==> src/rtl/ctrl_pipe_stage.sv <==
// Control-word pipeline for a classic 5-stage core: ID/EX, EX/MEM and MEM/WB control
// registers with load-use bubble insertion and MEM-stage branch flush.
// Optional macro CTRL_PIPE_PERF_EN adds saturating stall/flush counters.
module ctrl_pipe_stage #(
    parameter int REG_ADDR_W = 5,
    parameter int CNT_W      = 16
) (
    input  logic                  clk,
    input  logic                  rst_n,
    input  logic                  id_valid,
    input  logic                  id_regdst,
    input  logic                  id_branch,
    input  logic                  id_memread,
    input  logic                  id_memtoreg,
    input  logic                  id_memwrite,
    input  logic                  id_alusrc,
    input  logic                  id_regwrite,
    input  logic [1:0]            id_aluop,
    input  logic [REG_ADDR_W-1:0] id_rs,
    input  logic [REG_ADDR_W-1:0] id_rt,
    input  logic [REG_ADDR_W-1:0] id_rd,
    input  logic                  br_taken,
    output logic                  ex_valid,
    output logic                  ex_regdst,
    output logic                  ex_alusrc,
    output logic [1:0]            ex_aluop,
    output logic [REG_ADDR_W-1:0] ex_dst,
    output logic                  mem_valid,
    output logic                  mem_branch,
    output logic                  mem_memread,
    output logic                  mem_memwrite,
    output logic [REG_ADDR_W-1:0] mem_dst,
    output logic                  wb_valid,
    output logic                  wb_memtoreg,
    output logic                  wb_regwrite,
    output logic [REG_ADDR_W-1:0] wb_dst,
    output logic                  stall
`ifdef CTRL_PIPE_PERF_EN
    ,
    output logic [CNT_W-1:0]      perf_stall_cnt,
    output logic [CNT_W-1:0]      perf_flush_cnt
`endif
);

    typedef struct packed {
        logic                  valid;
        logic                  regdst;
        logic                  branch;
        logic                  memread;
        logic                  memtoreg;
        logic                  memwrite;
        logic                  alusrc;
        logic                  regwrite;
        logic [1:0]            aluop;
        logic [REG_ADDR_W-1:0] dst;
        logic [REG_ADDR_W-1:0] rt;
    } idex_t;

    typedef struct packed {
        logic                  valid;
        logic                  branch;
        logic                  memread;
        logic                  memtoreg;
        logic                  memwrite;
        logic                  regwrite;
        logic [REG_ADDR_W-1:0] dst;
    } exmem_t;

    typedef struct packed {
        logic                  valid;
        logic                  memtoreg;
        logic                  regwrite;
        logic [REG_ADDR_W-1:0] dst;
    } memwb_t;

    if (CNT_W < 1 || REG_ADDR_W < 1) begin : g_param_check
        $error("ctrl_pipe_stage: CNT_W and REG_ADDR_W must be at least 1");
    end

    idex_t  id_word_s;
    idex_t  ex_d, ex_q;
    exmem_t mem_d, mem_q;
    memwb_t wb_d, wb_q;
    logic   hz_s;

    // Sanitised ID word: an unknown or low regdst selects rt so X never reaches dst
    always_comb begin
        id_word_s          = '0;
        id_word_s.valid    = 1'b1;
        id_word_s.branch   = id_branch;
        id_word_s.memread  = id_memread;
        id_word_s.memtoreg = id_memtoreg;
        id_word_s.memwrite = id_memwrite;
        id_word_s.alusrc   = id_alusrc;
        id_word_s.regwrite = id_regwrite;
        id_word_s.aluop    = id_aluop;
        id_word_s.rt       = id_rt;
        if (id_regdst == 1'b1) begin
            id_word_s.regdst = 1'b1;
            id_word_s.dst    = id_rd;
        end else begin
            id_word_s.regdst = 1'b0;
            id_word_s.dst    = id_rt;
        end
    end

    // Load-use detection against the load currently in EX
    always_comb begin
        hz_s = id_valid & ex_q.valid & ex_q.memread &
               ((ex_q.rt == id_rs) | (ex_q.rt == id_rt));
    end

    assign stall = hz_s & ~br_taken;

    // Next-state for all three stage registers; flush outranks the hazard bubble
    always_comb begin
        ex_d  = '0;
        mem_d = '0;
        wb_d  = '0;
        if (br_taken || hz_s || !id_valid) begin
            ex_d = '0;
        end else begin
            ex_d = id_word_s;
        end
        if (br_taken) begin
            mem_d = '0;
        end else begin
            mem_d.valid    = ex_q.valid;
            mem_d.branch   = ex_q.branch;
            mem_d.memread  = ex_q.memread;
            mem_d.memtoreg = ex_q.memtoreg;
            mem_d.memwrite = ex_q.memwrite;
            mem_d.regwrite = ex_q.regwrite;
            mem_d.dst      = ex_q.dst;
        end
        wb_d.valid    = mem_q.valid;
        wb_d.memtoreg = mem_q.memtoreg;
        wb_d.regwrite = mem_q.regwrite;
        wb_d.dst      = mem_q.dst;
    end

    // Stage registers
    always_ff @(posedge clk or negedge rst_n) begin
        if (!rst_n) begin
            ex_q  <= '0;
            mem_q <= '0;
            wb_q  <= '0;
        end else begin
            ex_q  <= ex_d;
            mem_q <= mem_d;
            wb_q  <= wb_d;
        end
    end

    assign ex_valid     = ex_q.valid;
    assign ex_regdst    = ex_q.regdst;
    assign ex_alusrc    = ex_q.alusrc;
    assign ex_aluop     = ex_q.aluop;
    assign ex_dst       = ex_q.dst;
    assign mem_valid    = mem_q.valid;
    assign mem_branch   = mem_q.branch;
    assign mem_memread  = mem_q.memread;
    assign mem_memwrite = mem_q.memwrite;
    assign mem_dst      = mem_q.dst;
    assign wb_valid     = wb_q.valid;
    assign wb_memtoreg  = wb_q.memtoreg;
    assign wb_regwrite  = wb_q.regwrite;
    assign wb_dst       = wb_q.dst;

`ifdef CTRL_PIPE_PERF_EN
    localparam logic [CNT_W-1:0] CNT_ONE = CNT_W'(1);

    logic [CNT_W-1:0] stall_cnt_d, stall_cnt_q;
    logic [CNT_W-1:0] flush_cnt_d, flush_cnt_q;

    // Saturating event counters
    always_comb begin
        stall_cnt_d = stall_cnt_q;
        flush_cnt_d = flush_cnt_q;
        if (stall && (stall_cnt_q != {CNT_W{1'b1}})) begin
            stall_cnt_d = stall_cnt_q + CNT_ONE;
        end else begin
            stall_cnt_d = stall_cnt_q;
        end
        if (br_taken && (flush_cnt_q != {CNT_W{1'b1}})) begin
            flush_cnt_d = flush_cnt_q + CNT_ONE;
        end else begin
            flush_cnt_d = flush_cnt_q;
        end
    end

    // Counter registers
    always_ff @(posedge clk or negedge rst_n) begin
        if (!rst_n) begin
            stall_cnt_q <= '0;
            flush_cnt_q <= '0;
        end else begin
            stall_cnt_q <= stall_cnt_d;
            flush_cnt_q <= flush_cnt_d;
        end
    end

    assign perf_stall_cnt = stall_cnt_q;
    assign perf_flush_cnt = flush_cnt_q;
`endif

endmodule
==> config.mk <==
export PLATFORM = sky130hd
export DESIGN_NAME = ctrl_pipe_stage
export DESIGN_NICKNAME = d
export VERILOG_FILES = /design/src/rtl/ctrl_pipe_stage.sv
export SDC_FILE = /design/constraint.sdc
export NUM_CORES = 1
export LEC_CHECK = 0
export BUFFER_PORTS_ARGS = -buffer_cell sky130_fd_sc_hd__buf_4
export CORE_MARGIN = 3
export CORE_UTILIZATION = 40
export DETAILED_ROUTE_END_ITERATION = 8
export HOLD_SLACK_MARGIN = 0.08
export PLACE_DENSITY = 0.76
export SLEW_MARGIN = 20
export SYNTH_ARGS = -nofsm -noshare
export SYNTH_HDL_FRONTEND = slang
export SYNTH_SLANG_ARGS = --single-unit
==> constraint.sdc <==
create_clock -name clk -period 1.5 [get_ports clk]
set_input_delay 0 -clock clk [delete_from_list [all_inputs] [get_ports clk]]
set_output_delay 0 -clock clk [all_outputs]
set_load 0.1 [all_outputs]
==> results of run 1 <==
-- final timing paths --
kind / endpoint / slack (ns) / depth (start not counted)
min reg2reg: wb_memtoreg / 0.35 / 0
max reg2reg: ex_q[14] / 0.14 / 6
max: stall / -0.03 / 5
min: ex_valid / 0.18 / 3
max in group asynchronous: ex_valid / 0.93 / 2
min in group asynchronous: mem_memread / 0.21 / 2
-- cell usage in the layout (no fill, tap or decap), drive strengths merged --
master / count
buf: 59
dfrtp: 39
dlygate4sd3: 23
nor2: 15
nand2: 14
nor2b: 13
xnor2: 10
clkbuf: 6
mux2i: 5
nor3: 5
nand4: 4
o22ai: 1
nand2b: 1
bufinv: 1
clkinv: 1
-- flip-flops by register name (all words and copies together), names as in the netlist --
name and cells:
ex_aluop 2, ex_alusrc 1, ex_dst 5, ex_q 10, ex_regdst 1, ex_valid 1, mem_branch 1, mem_dst 5
mem_memread 1, mem_memwrite 1, mem_q 2, mem_valid 1, wb_dst 5, wb_memtoreg 1, wb_regwrite 1, wb_valid 1
-- logic make-up after synthesis --
logic type | share of synthesized area
flops | 0.6414
mux | 0.03290
xor+xnor | 0.05756
buf+inv | 0.08141
simple gates | 0.1785
compound gates | 0.008222
-- layer usage --
metal / track usage / vias up / wire length [um]
met1: 0.1768 / 522 / 1223
met5: 0 / - / 0
met4: 0.06835 / 0 / 51
met3: 0.06323 / 5 / 298
met2: 0.2685 / 54 / 1561
li1: - / 524 / -
-- layout make-up --
type	instances	area (um2)
Clock buffer	6	82.58
Tap cell	46	57.56
Timing Repair Buffer	82	693.2
Clock inverter	2	35.03
Fill cell	256	1217
Multi-Input combinational cell	68	429.2
Sequential cell	39	979.7
-- through the flow --
| step | setup slack [ns] | total power [mW] | hold slack (ns) |
|---|---|---|---|
| 4_1_cts | -0.04494 | 2.449 | 0.1773 |
| 6_report | -0.02883 | 2.436 | 0.1809 |
| 5_1_grt | -0.1590 | 2.534 | 0.2126 |
| 3_3_place_gp | 0.1792 | 1.513 | -0.02150 |
| 2_1_floorplan | -0.01477 | 1.399 | -0.2956 |
| 3_5_place_dp | 0.08789 | 1.521 | -0.01006 |
-- power by group --
part           total, mW  switching, mW  internal, mW
registers           1.10         0.0168          1.09
clock network      0.888          0.350         0.538
logic              0.443          0.287         0.156
total               2.44          0.654          1.78
-- worst max-delay path, cell delays in order (launching register included) --
cell,delay [ns]
dfrtp_1,0.41
xnor2_1,0.15
nand4_1,0.11
o22ai_2,0.20
nor2b_4,0.19
buf_12,0.18
-- what timing repair did --
item                                    in CTS  in global routing
cloned                                       0                  0
hold buffers                                23                  0
endpoints found under the setup margin       1                 17
setup buffers                                1                  0
pin swaps                                    6                  0
resized for setup                            3                  2
endpoints found under the hold margin       69                  0
==> out/qor.yml, run 1 <==
fin_util: 0.6516
grt_pass1_vias: 1152
clk_pin_slew_ns: 0.08
yosysTopAreaCell: "dfrtp_1"
maxSlewViolCount: 0
avgRoutedWirePerCell_um: 12.90
synth_flop_cell: "dfrtp_1"
status: "finished with violations"
yosysMostFrequentCell: "dfrtp_1"
die-width_um: 67.68
synth_edf_count: 0
dieHeight_um: 67.68
setup_slack_ns: -0.02883
numCtsBuffers: 5
fin_crit_sh: 1.019
wirelength_mm: 3.135
grt_max_degree: 40
max_freq_mhz: 654.1
place_congestion: 0.8267
ant_nets: 0
synth-seq-cells: 39
min-delay-start: "id_valid"
dr.pass1.iters: 4
die_area_mm2: 0.004580
syn_to_final_growth_pct: 49.67
hold_viol_final: 0
fin_skew_ns: 0.008321
htreeDepth: 2
fin_crit_ns: 1.529
vias_per_cell: 4.547
drt_iter0_drc: 72
ys_warn_count: 0
synth_area_leaders: "dfrtp_1, buf_4, xnor2_1"
power_density_mw_per_mm2: 1070
drc_errors: 0
row_count: 21
grt_usage: 0.1593
yosysTopAreaCellShare: 0.6414
synth_cell_type_count: 14
cts.sinks: 39
ios: 56
clockBufferDepth: 2
critPathLaunch: "ex_q[2]"
placed_area_mm2: 0.001902
synth_area_per_cell_um2: 12.27
maxCapViolCount: 0
final_layout_size_suffix_gt1_frac: 0.3807
reg2reg_from: "ex_q[2]"
grt_pass1_wl_mm: 5.202
antenna_found_initial: 0
worstPathArrival_ns: 1.53
fin_cells: 243
root_buffer: "clkbuf_8"
dp_hpwl_mm: 2.079
initial_core_util: 0.4354
min_path_type: "input port to flip-flop"
syn-cell-area_mm2: 0.001521
synthTopCellsByCount: "dfrtp_1, nor2_1, buf_4, nand2_1, nor2b_1"
start_kind: "flip-flop"
vias: 1105
setup.worst_path.end_class: "primary output"
slew_headroom: 0.6894
crit_type: "flip-flop to primary output"
crit_fanout: 2
setup_tns_ns: -0.02883
worstPathRequired_ns: 1.50
grt_remaining_overflow: 0
port_buffers: 55
finalSetupViolations: 1
syn_nets: 152
ys_seq_area_frac: 0.6414
nets: 224
final_area_mm2: 0.002277
rsz0062_at_grt: "yes"
leakage_nw: 1.148
tritoncts: "yes"
violations: "setup timing"
vdd_drop_max_v: 0.0007254
core_mm2: 0.003495
synthArstFlopShare: 1.000
dp.cells: 211
worst_pin_slew_ns: 0.4659
synthCells: 124
antenna_cells: 0
clock_latency_ns: 0.29
(Power assumes the default switching activity.)
==> inputs of run 2 (changes only) <==
--- a/config.mk
+++ b/config.mk
@@ -6,11 +6,13 @@
 export NUM_CORES = 1
 export LEC_CHECK = 0
 export BUFFER_PORTS_ARGS = -buffer_cell sky130_fd_sc_hd__buf_4
+export CELL_PAD_IN_SITES_DETAIL_PLACEMENT = 1
+export CELL_PAD_IN_SITES_GLOBAL_PLACEMENT = 2
 export CORE_MARGIN = 3
-export CORE_UTILIZATION = 40
+export CORE_UTILIZATION = 30
 export DETAILED_ROUTE_END_ITERATION = 8
 export HOLD_SLACK_MARGIN = 0.08
-export PLACE_DENSITY = 0.76
+export PLACE_DENSITY = 0.87
 export SLEW_MARGIN = 20
 export SYNTH_ARGS = -nofsm -noshare
 export SYNTH_HDL_FRONTEND = slang
==> run 2 against run 1 <==
Design area is 1.3% lower. Combinational power up 2%. Fmax fell by 1.7%. Sequential power is essentially flat. Critical path type unchanged. Worst hold slack worse by 0.0010 ns. Clock power fell by 23%. The run still ends with setup timing left.
==> out/qor.yml, run 2 (synthesis gave the netlist of run 1 again) <==
hold_viol_final: 0
drt_iter0_drc: 40
setup.worst_path.end_class: "primary output"
grt_usage: 0.1373
setup_slack_ns: -0.05472
layout_common_cells: "buf_4, dfrtp_1, dlygate4sd3_1, nor2_1, nand2_1"
fin_crit_sh: 1.036
vias_per_cell: 4.234
drc_errors: 0
worstPathRequired_ns: 1.50
die-width_um: 77.22
rsz0062_at_grt: "yes"
seqPwrFrac: 0.493
worstPathCellList: "xnor2_1 > nand4_1 > o22ai_2 > nor2b_4 > buf_12"
port_buffers: 55
finalSetupViolations: 1
antenna_found_initial: 0
antenna_cells: 0
grt_remaining_overflow: 0
fin_hold_ws_ns: 0.1798
vdd_drop_max_v: 0.0003965
grt_pass1_wl_mm: 6.244
avgRoutedWirePerCell_um: 14.57
largest_register_ffs: 10
violations: "setup timing"
worstPathArrival_ns: 1.55
place_congestion: 0.7443
switching_share: 0.2846
cts.sinks: 39
fin_crit_ns: 1.555
comb_power_share: 0.200
power_mw: 2.244
power.switching_mw: 0.6386
slew_headroom: 0.6795
syn_to_final_growth_pct: 47.78
die_area_mm2: 0.005962
p_clk_frac: 0.306
core_mm2: 0.004817
initial_core_util: 0.3158
power_density_mw_per_mm2: 997.9
dieHeight_um: 77.22
grt_max_degree: 40
fin_skew_ns: 0.004959
dr.pass1.iters: 4
final_layout_size_suffix_gt1_frac: 0.3763
n_fill_cell: 546
critical_path.max_stage_delay_ns: 0.41
largest_register: "ex_q"
maxCapViolCount: 0
numCtsBuffers: 5
min_path_type: "input port to flip-flop"
max_freq_mhz: 643.2
start_kind: "flip-flop"
root_buffer: "clkbuf_8"
final_area_mm2: 0.002248
crit_type: "flip-flop to primary output"
status: "finished with violations"
crit_slowest_cell: "dfrtp_1"
clock_latency_ns: 0.28
worst_pin_slew_ns: 0.4807
final_common_cell: "buf_4"
tritoncts: "yes"
grt_pass1_vias: 1324
htreeDepth: 2
clk_pin_slew_ns: 0.07
clockBufferDepth: 2
wirelength_mm: 3.804
fin_util: 0.4668
vias: 1105
row_count: 25
nets: 222
p_int_mw: 1.605
crit_fanout: 2
ant_nets: 0
placed_area_mm2: 0.001928
leakage_nw: 1.121
ios: 56
maxSlewViolCount: 0
run 2: cell types whose count changed in the layout (fill, tap and decap cells not counted):
cell           before  now
buf_8               1    0
bufinv_16           1    0
dlygate4sd3_1      23   22
run 2: cell type report:
| class | count | area [um2] | share of cell area |
|---|---|---|---|
| Timing Repair Buffer | 80 | 668.1 | 0.2972 |
| Clock inverter | 1 | 5.005 | 0.002226 |
| Clock buffer | 6 | 82.58 | 0.03673 |
| Sequential cell | 39 | 979.7 | 0.4357 |
| Multi-Input combinational cell | 68 | 429.2 | 0.1909 |
| Tap cell | 67 | 83.83 | 0.03728 |
run 2: path summary, 6_finish.rpt:
path                          start           to  slack, ns  cells past startpoint
setup / recovery            ex_q[4]        stall      -0.05                      5
hold / removal             br_taken  ex_aluop[0]       0.18                      5
setup reg to reg            ex_q[4]     ex_q[12]       0.12                      5
hold reg to reg            mem_q[7]  wb_memtoreg       0.35                      0
max in group asynchronous     rst_n     ex_valid       0.90                      2
min in group asynchronous     rst_n     ex_q[14]       0.23                      2
run 2: repair_timing:
item / 4_1_cts / 5_1_grt
hold endpoints to repair: 69 / 0
endpoints found under the setup margin: 1 / 1
resized for setup: 3 / 0
setup buffers: 0 / 0
cloned: 0 / 0
hold buffers: 22 / 0
pin swaps: 2 / 0
run 2: power by group through the flow:
stage	clock network, mW	logic, mW	registers, mW
after CTS	0.726	0.452	1.11
after detailed placement	0	0.404	1.13
after floorplan	0	0.182	1.22
final	0.688	0.450	1.11
after global routing	0.770	0.476	1.11
after global placement	0	0.395	1.12
run 2: routing by layer:
metal	track usage	share of wire
met1	0.1413	0.38
met2	0.2496	0.55
met3	0.03286	0.046
met4	0.08185	0.022
met5	0	0
run 2: critical path, delay by kind of cell, from the launching register on:
kind | cells | cell delay, ns
simple gates | 2 | 0.33
buf+inv | 1 | 0.18
flops | 1 | 0.41
xor+xnor | 1 | 0.16
compound gates | 1 | 0.19
run 2: stage by stage:
| stage | std cells | setup TNS, ns | setup WS [ns] |
|---|---|---|---|
| after floorplan | 124 | -0.01477 | -0.01477 |
| after global placement | 232 | 0 | 0.1866 |
| after detailed placement | 232 | 0 | 0.1040 |
| after CTS | 261 | -0.08912 | -0.08912 |
| after global routing | 261 | -0.1671 | -0.1671 |
| final | 261 | -0.05472 | -0.05472 |
==> inputs of run 3 (changes only) <==
--- a/config.mk
+++ b/config.mk
@@ -5,14 +5,16 @@
 export SDC_FILE = /design/constraint.sdc
 export NUM_CORES = 1
 export LEC_CHECK = 0
+export ABC_CLOCK_PERIOD_IN_PS = 1500
 export BUFFER_PORTS_ARGS = -buffer_cell sky130_fd_sc_hd__buf_4
+export CAP_MARGIN = 20
 export CELL_PAD_IN_SITES_DETAIL_PLACEMENT = 1
 export CELL_PAD_IN_SITES_GLOBAL_PLACEMENT = 2
 export CORE_MARGIN = 3
 export CORE_UTILIZATION = 30
 export DETAILED_ROUTE_END_ITERATION = 8
 export HOLD_SLACK_MARGIN = 0.08
-export PLACE_DENSITY = 0.87
+export PLACE_DENSITY_LB_ADDON = 0.1
 export SLEW_MARGIN = 20
 export SYNTH_ARGS = -nofsm -noshare
 export SYNTH_HDL_FRONTEND = slang
==> run 3 against run 2 <==
Sequential power barely moved. Die area did not move. Global-route usage fell by 1.1 points. Sequential share of layout area fell by 1.5 points. Clock power rose by 50%. Final cell count rose by 1.1%. Core utilization rose by 1.6 points. Critical path depth did not move. Sequential cell count did not move. Largest power group unchanged. Register-to-register slack barely moved. The flow still finishes with violations (setup timing). Combinational power barely moved.
==> out/qor.yml, run 3 (synthesis gave the netlist of run 1 again) <==
setup_slack_ns: -0.04792
drt-met1-wl_mm: 1.405
dp.cells: 232
place_congestion: 0.7229
final_common_cell: "buf_4"
placed_area_mm2: 0.001928
min-delay-start: "br_taken"
fin_crit_sh: 1.032
die_area_mm2: 0.005962
avgRoutedWirePerCell_um: 12.86
seq_area_um2: 979.7
worstPathArrival_ns: 1.55
grt_remaining_overflow: 0
crit_slowest_cell: "dfrtp_1"
p_int_mw: 1.912
grt_max_degree: 40
clk_pin_slew_ns: 0.07
clock_latency_ns: 0.29
dp_hpwl_mm: 2.324
switching_share: 0.2595
grt_usage: 0.1266
vias: 1100
setup_tns_ns: -0.04792
grt_pass1_wl_mm: 5.761
numCtsBuffers: 5
p_clk_frac: 0.398
nets: 224
ant_nets: 0
leakage_nw: 1.160
tritoncts: "yes"
root_buffer: "clkbuf_8"
crit_type: "flip-flop to primary output"
fin_skew_ns: 0.001837
rsz0062_at_grt: "yes"
met2RoutedLength_mm: 1.733
power_density_mw_per_mm2: 1110
die-width_um: 77.22
layout_common_cells: "buf_4, dfrtp_1, dlygate4sd3_1, nor2_1, nand2_1"
setup.worst_path.end_class: "primary output"
antenna_cells: 0
clockBufferDepth: 2
drt_iter0_drc: 44
port_buffers: 55
drc_errors: 0
fin_util: 0.4829
finalSetupViolations: 1
maxSlewViolCount: 0
initial_core_util: 0.3158
worst_pin_slew_ns: 0.4807
worstPathCellList: "xnor2_1 > nand4_1 > o22ai_2 > nor2b_4 > buf_12"
hold_viol_final: 0
critical_path.max_stage_delay_ns: 0.40
fin_crit_ns: 1.548
cp_num_buf_inv: 1
slew_headroom: 0.6795
violations: "setup timing"
wirelength_mm: 3.396
reg2reg_from: "ex_q[2]"
core_mm2: 0.004817
fin_cells: 264
status: "finished with violations"
dr.pass1.iters: 2
largest_register: "ex_q"
syn_to_final_growth_pct: 52.88
maxCapViolCount: 0
row_count: 25
grt_pass1_vias: 1161
final_area_mm2: 0.002326
cts.sinks: 39
final_layout_size_suffix_gt1_frac: 0.3858
top_layer: "met4"
antenna_found_initial: 0
dp_slack_ns: 0.08571
wl_met3_um: 206
largest_register_ffs: 10
worstPathRequired_ns: 1.50
critPathTopFamily: "flip-flops"
critPathLaunch: "ex_q[2]"
vdd_drop_max_v: 0.0003592
htreeDepth: 2
comb_power_share: 0.174
vias_per_cell: 4.167
min_path_type: "input port to flip-flop"
crit_fanout: 2
seqPwrFrac: 0.428
n_fill_cell: 541
power.switching_mw: 0.6699
dieHeight_um: 77.22
multi_input_area_um2: 444.2
start_kind: "flip-flop"
ios: 56
max_freq_mhz: 646.0
## run 3: path summary, 6_finish.rpt
check	to	slack, ns	cells after the start
worst min register to register	wb_memtoreg	0.35	0
min in group asynchronous	mem_memwrite	0.22	2
worst max register to register	ex_dst[2]	0.12	6
worst max-delay path	stall	-0.05	5
max in group asynchronous	ex_valid	0.91	2
worst min-delay path	ex_q[17]	0.19	5
## run 3: worst min-delay path: stages
cell	delay (ns)
buf_4	0.12
nor2b_1	0.06
buf_4	0.17
nand2_1	0.07
nor2_1	0.03
## run 3: what timing repair did
item	4_1_cts	5_1_grt
endpoints found under the hold margin	69	0
pin swaps	4	2
endpoints found under the setup margin	1	13
setup buffers	1	0
hold buffers	23	0
gates resized for setup	3	2
## run 3: stage by stage
step	hold WS, ns	power, mW
after global routing	0.2016	2.691
after global placement	-0.008826	1.518
after detailed placement	-0.002035	1.526
after CTS	0.1871	2.609
after floorplan	-0.2956	1.399
final	0.1892	2.582
## run 3: cell type report
class	count	share of cell area
Clock buffer	6	0.03120
Clock inverter	2	0.02582
Multi-Input combinational cell	68	0.1910
Sequential cell	39	0.4212
Tap cell	67	0.03604
Timing Repair Buffer	82	0.2948
## run 3: power groups by stage
stage	Clock (mW)	Combinational (mW)	Sequential [mW]
finish	1.03	0.448	1.10
global placement	0	0.394	1.12
CTS	1.06	0.448	1.10
global route	1.10	0.476	1.11
floorplan	0	0.182	1.22
detailed placement	0	0.400	1.13
## run 3: routing by layer
metal,GRT usage,vias up
met5,0,-
met4,0.04804,0
met3,0.04225,7
met2,0.2073,37
met1,0.1538,533
li1,-,523
